[src/rtl/uart_tx_arbiter.sv]
// uart_tx_arbiter: round-robin sharing of one 8N1 transmitter among NUM_REQ byte producers
module uart_tx_arbiter #(
  parameter int NUM_REQ = 4,
  parameter int ID_W = 2,
  parameter logic [31:0] TIMEOUT = 32'd4096
) (
  input  logic                 clk,
  input  logic                 rst_,
  input  logic [NUM_REQ-1:0]   req_valid,
  input  logic [8*NUM_REQ-1:0] req_data,
  output logic [NUM_REQ-1:0]   req_ready,
  output logic [7:0]           tx_din,
  output logic                 tx_trigger,
  input  logic                 tx_busy,
  output logic [ID_W-1:0]      grant_id,
  output logic                 active,
  output logic                 done,
  output logic                 timeout_err
);
  typedef enum logic [1:0] {IDLE, ISSUE, WAIT_BUSY, WAIT_DONE} state_t;
  state_t state;
  logic [ID_W-1:0] last_grant, win, idx;
  logic [31:0] cnt;
  logic found, take;
  always_comb begin
    win = last_grant;
    idx = '0;
    found = 1'b0;
    for (int k = 1; k <= NUM_REQ; k++) begin
      idx = ID_W'((int'(last_grant) + k) % NUM_REQ);
      if (!found && req_valid[idx]) begin
        win = idx;
        found = 1'b1;
      end
    end
  end
  assign take = state == IDLE && !tx_busy && found;
  assign req_ready = take ? NUM_REQ'(1) << win : '0;
  always_ff @(posedge clk or negedge rst_) begin
    if (!rst_) begin
      state <= IDLE;
      last_grant <= ID_W'(NUM_REQ - 1);
      cnt <= '0;
      tx_din <= '0;
      tx_trigger <= 1'b0;
      grant_id <= '0;
      active <= 1'b0;
      done <= 1'b0;
      timeout_err <= 1'b0;
    end else begin
      tx_trigger <= 1'b0;
      done <= 1'b0;
      timeout_err <= 1'b0;
      case (state)
        IDLE: if (take) begin
          tx_din <= req_data[8*win +: 8];
          grant_id <= win;
          last_grant <= win;
          tx_trigger <= 1'b1;
          active <= 1'b1;
          state <= ISSUE;
        end
        ISSUE: begin
          cnt <= '0;
          state <= WAIT_BUSY;
        end
        WAIT_BUSY: if (tx_busy) state <= WAIT_DONE;
          else if (cnt == TIMEOUT - 1) begin
            timeout_err <= 1'b1;
            active <= 1'b0;
            state <= IDLE;
          end else cnt <= cnt + 1;
        WAIT_DONE: if (!tx_busy) begin
          done <= 1'b1;
          active <= 1'b0;
          state <= IDLE;
        end
        default: state <= IDLE;
      endcase
    end
  end
endmodule

[config.mk]
export PLATFORM = sky130hd
export DESIGN_NAME = uart_tx_arbiter
export DESIGN_NICKNAME = d
export VERILOG_FILES = /design/src/rtl/uart_tx_arbiter.sv
export SDC_FILE = /design/constraint.sdc
export NUM_CORES = 1
export LEC_CHECK = 0
export ABC_CLOCK_PERIOD_IN_PS = 6800
export CAP_MARGIN = 20
export CELL_PAD_IN_SITES_DETAIL_PLACEMENT = 0
export CELL_PAD_IN_SITES_GLOBAL_PLACEMENT = 2
export CORE_MARGIN = 4
export CORE_UTILIZATION = 34
export DETAILED_ROUTE_END_ITERATION = 16
export GPL_ROUTABILITY_DRIVEN = 0
export GPL_TIMING_DRIVEN = 0
export PLACE_DENSITY = 0.86
export SYNTH_ARGS = -nofsm -noshare
export SYNTH_HDL_FRONTEND = slang
export SYNTH_SLANG_ARGS = --single-unit
[constraint.sdc]
create_clock -name clk -period 6.8 [get_ports clk]
set_input_delay 1.36 -clock clk [delete_from_list [all_inputs] [get_ports clk]]
set_output_delay 1.36 -clock clk [all_outputs]
set_load 0.02 [all_outputs]
### Yosys cells after proc, flatten, opt, wreduce, memory -nomap -nowiden

Cells that the tools add are included.

| storage, ports and cells | value |
|---|---|
| latch bits | 0 |
| output and inout bits | 18 |
| bits of input ports | 39 |
| word-level logic and storage cells | 83 |
| ROM bits | 0 |
| memories | 0 |
| RAM bits | 0 |
| register bits | 50 |

| operators by class | value |
|---|---|
| bitwise operators | 0 |
| muxes and demuxes | 37 |
| add/sub/neg operators | 5 |
| equality and inequality tests | 10 |
| reduce and logical (&&, ||, !) cells | 16 |
| div/mod/pow operators | 0 |
| multipliers | 0 |
| order comparisons | 4 |
| shift operators | 2 |

Operator list:

| cell | count |
|---|---|
| $mux W32 | 2 |
| $pmux W32 S2 | 1 |
| $add A32 B1 Y32 const B | 1 |
| $eq A32 B12 Y1 const B | 1 |
| $shiftx A32 B6 Y8 | 1 |
| $mux W1 | 19 |
| $mux W2 | 8 |
| $lt A2 B3 Y1 const B | 4 |
| $ne A2 B2 Y1 const B | 5 |
| $bmux W1 S2 | 4 |
| $pmux W2 S4 | 1 |
| $reduce_and A3 Y1 | 2 |
| $logic_and A1 B1 Y1 | 5 |
| $reduce_and A5 Y1 | 1 |
| $add A2 B1 Y2 const B | 2 |
| $add A2 B2 Y2 const B | 2 |
| $eq A2 B2 Y1 const B | 2 |
| $logic_not A1 Y1 | 4 |
| $mux W4 | 1 |
| $shl A1 B2 Y4 const A | 1 |
| $ne A3 B3 Y1 const B | 1 |
| $pmux W1 S3 | 1 |
| $reduce_bool A3 Y1 | 1 |
| $eq A2 B1 Y1 const B | 1 |
| other kinds (3) | 3 |

### Longest topological paths before layout

| logic depth | value |
|---|---|
| depth in word-level cells | 16 |
| depth in mapped cells | 9 |
| mapped depth without buffers | 7 |

### Worst setup path before layout

Ideal clock, no wire load.

| path | value |
|---|---|
| path kind | input-to-output |
| start point | input port req_valid[3] |
| end point | output port req_ready[0] |
| path buffers | 1 |
| data arrival time | 2.880 ns |
| setup slack | 2.560 ns |
| data required time | 5.440 ns |
| stages on the path | 5 |
| path through | mux2i_1 nor2_1 a311oi_1 clkbuf_1 nor3b_1 |

| on the way | value |
|---|---|
| longest elaborated chain between the ends | 14 |
| elaborated cells on any way between the ends | 25 |
| those cells by class | shift (1); mux (17); reduce/logical (7) |

Ends and longest elaborated chain:

| element | RTL line | RTL |
|---|---|---|
| start, declared | 9 | `input logic [NUM_REQ-1:0] req_valid,` |
| $bmux W1 S2 | 31 | `if (!found && req_valid[idx]) begin` |
| $mux W1 (not written as such) | 31 |  |
| $mux W1 | 31 |  |
| $logic_not A1 Y1 | 31 |  |
| $logic_and A1 B1 Y1 | 31 |  |
| $mux W1 | 31 |  |
| $logic_not A1 Y1 | 31 |  |
| $logic_and A1 B1 Y1 | 31 |  |
| $mux W1 | 31 |  |
| $logic_not A1 Y1 | 31 |  |
| $logic_and A1 B1 Y1 | 31 |  |
| $mux W2 or $mux W1 (tied branches) | 31 |  |
| $shl A1 B2 Y4 or $logic_and A1 B1 Y1 (tied branches) | 38, 37 |  |
| $mux W4 (*) | 38 | `assign req_ready = take ? NUM_REQ'(1) << win : '0;` |
| end, declared | 11 | `output logic [NUM_REQ-1:0] req_ready,` |

Mark *: on every way between the ends. The rest lies on a longest branch, timed or not. The select of a mux whose other input is x is not followed.

### Worst setup path after layout

Ends and elaborated chain as after synthesis.

==> flow_metrics.tcl <==
set metrics [dict create \
    status "complete, no violations" \
    whs_ns 0.496 \
    period_minus_slack_ns 5.49 \
    remaining_drc_errors 0 \
    setup_violations 0 \
    h-tree-depth 2 \
    drv_cap 0 \
    rsz0062_at_grt "false" \
    grt_pass1_vias 2703 \
    max_slew_margin_pct 44.6 \
    vdd_drop_max_uv 154 \
    area_growth_pct 27.1 \
    grt_overflow_total 0 \
    boundaryPins 57 \
    wire_per_inst_um 15.9 \
    hold_buffers 0 \
    io_buffers 56 \
    initial_utilization_pct 34.8 \
    drtAntennaViolNets 0 \
    synth-edff-count 0 \
    grt_start_max_net_pins 29 \
    rows 34 \
    cts_setup_buffers 0 \
    synth_top_area_share_pct 39.8 \
    die_area_um2 10500 \
    critPathKind "in -> out" \
    core_region_area_um2 8680 \
    tns_ns 0 \
    die_height_um 102 \
    die_x_um 102 \
    ys_seq_area_share_pct 41.5 \
    ys_types 47 \
    critPathRequiredTime_ns 5.44 \
    clock_sinks 50 \
    drt-total-wl_um 8180 \
    ys_ff_latch 50 \
    syn_inst 341 \
    dp_hpwl_um 6220 \
    synth_flop_cell "dfrtp_1" \
    syn-cell-area_um2 3020 \
    diodes 0 \
    path_max_fanout 10 \
    synth_area_per_cell_um2 8.85 \
    reg2regPathDepth 8 \
    async_flop_share_pct 100 \
    drive_above_1_share_pct 7.39 \
    powerDensity_nw_per_um2 292 \
    yosys.area.top_type "dfrtp_1" \
    num_vias 2816 \
    grtUsageTotal_pct 16.3 \
    leakage_nw 1.52 \
    ys_top_cells_by_area "dfrtp_1 40%, nand3_1 5.0%, a21oi_1 4.8%, nand2_1 4.4%, mux2i_1 3.6%" \
    end_kind "output port" \
    cts_tree "done" \
    crit_arrival_ns 4.13 \
    min_to "grant_id[1]" \
    min_path_cells 2 \
    min_path_type "reg -> reg" \
    finalMaxSlewViolations 0 \
    drt-pass1-iter-count 4 \
    hold_violations 0 \
    clk_pin_slew_ns 0.08 \
    first_iter_violations 115 \
    final.period_utilization_pct 80.7 \
    min_from "grant_id[1]" \
    fmax_mhz 182 \
    numCtsBuffers 5 \
    crit_path_start_kind "input pin" \
    antenna_found_initial 0 \
    max_slew.worst_pin.slew_ns 0.809 \
    insertion_delay_ns 0.30 \
    skew_ns 0.0103 \
    r2r_end "cnt[15]" \
    yosys_warnings 0 \
    r2r-start "state[0]" \
    grt_pass1_wl_um 13400 \
    fin_ws_ns 1.31 \
    via_per_inst 5.48 \
    cts_buffer_depth 2 \
    nets 450 \
    syn_nets 386 \
    root_buffer "clkbuf_8" \
    place_ws_ns 1.32 \
    ctsResizeCount 0 \
    r2r_slack_ns 3.94 \
]
==> sequential cells by signal, summed over array words and instances (netlist names) <==
register,cells
last_grant,2
cnt,32
state,2
active,1
tx_trigger,1
done,1
tx_din,8
timeout_err,1
grant_id,2
==> logic make-up (layout without fill, tap and decap cells) <==
group,count (synthesis),after routing,share of synthesized area (%)
simple gates,157,157,28.1
compound gates,83,83,17.1
flops,50,50,41.5
buf+inv,23,88,3.23
mux,19,19,6.63
fa+ha+maj,6,6,2.49
xor+xnor,3,3,0.870
==> critical path, stage by stage <==
cell and delay, ns:
clkdlybuf4s50_1 0.49, mux2i_1 0.18, nor2_1 0.06, a311oi_1 0.61
clkbuf_1 0.54, nor3b_1 0.25, clkdlybuf4s50_1 0.64
==> cell usage in the layout (no fill, tap or decap), types with 6 or more instances in the layout <==
master,n
nor2_1,21
o21ai_0,21
inv_1,7
nand2_1,35
a21oi_1,29
and3_1,7
mux2i_1,11
dfrtp_1,48
nand3_1,30
nor4_1,8
or3_1,17
ha_1,6
clkdlybuf4s50_1,55
mux2_2,8
o211ai_1,9
nand4_1,9
nand2b_1,6
clkbuf_1,12
==> cells in the mapped netlist, drive strengths merged, types with 2 or more instances <==
library cell	instances
nand4	10
nor3	4
or4	6
buf	5
inv	7
and3	7
dfrtp	48
nor2	21
dfstp	2
nor2b	3
clkbuf	11
nor4	10
nand2	35
mux2i	11
and4	2
a311oi	3
mux2	8
xnor2	3
nand3	30
ha	6
o211ai	9
and2	2
o21ai	21
a41o	3
nand3b	2
or3	17
o31ai	6
a31oi	5
nand2b	6
a21oi	30
==> where the power goes <==
part,total (mW),internal [mW],switching [mW]
combinational,0.527,0.214,0.313
clock,0.208,0.110,0.0973
sequential,0.386,0.353,0.0333
total,1.12,0.677,0.444
==> metal layers <==
layer | up-vias | wire length (um) | track usage, %
met5 | - | 0 | 0
met4 | 0 | 76 | 4.24
met3 | 9 | 216 | 2.73
met2 | 41 | 3850 | 25.7
met1 | 1366 | 4040 | 23.2
li1 | 1400 | - | -
==> stage by stage <==
stage,cell area [um^2],util (%),cells,total power [mW]
floorplan,3020,-,341,0.722
global placement,3710,42.8,505,0.917
detailed placement,3730,43.0,506,0.921
CTS,3840,44.2,514,1.13
global route,3840,44.2,514,1.20
finish,3840,44.2,514,1.12
==> area by class of cell <==
type	count	area (um^2)
multi-input cells	268	1670
inverters	7	26.3
well taps	108	135
plain buffers	16	71.3
flip-flops and latches	50	1250
clock buffers	7	76.3
repair buffers	57	576
clock inverters	1	30.0
fillers	909	4840
==> worst max path at each step <==
stage / start / end / slack (ns) / cells after the start
final: req_valid[3] / req_ready[0] / 1.31 / 7
after global routing: req_valid[3] / req_ready[0] / 1.10 / 7
after CTS: req_valid[3] / req_ready[0] / 1.30 / 7
after floorplan: req_valid[3] / req_ready[0] / 2.56 / 5
after detailed placement: req_valid[3] / req_ready[0] / 1.32 / 7
after global placement: req_valid[3] / req_ready[0] / 1.35 / 7
(Power assumes the default switching activity.)
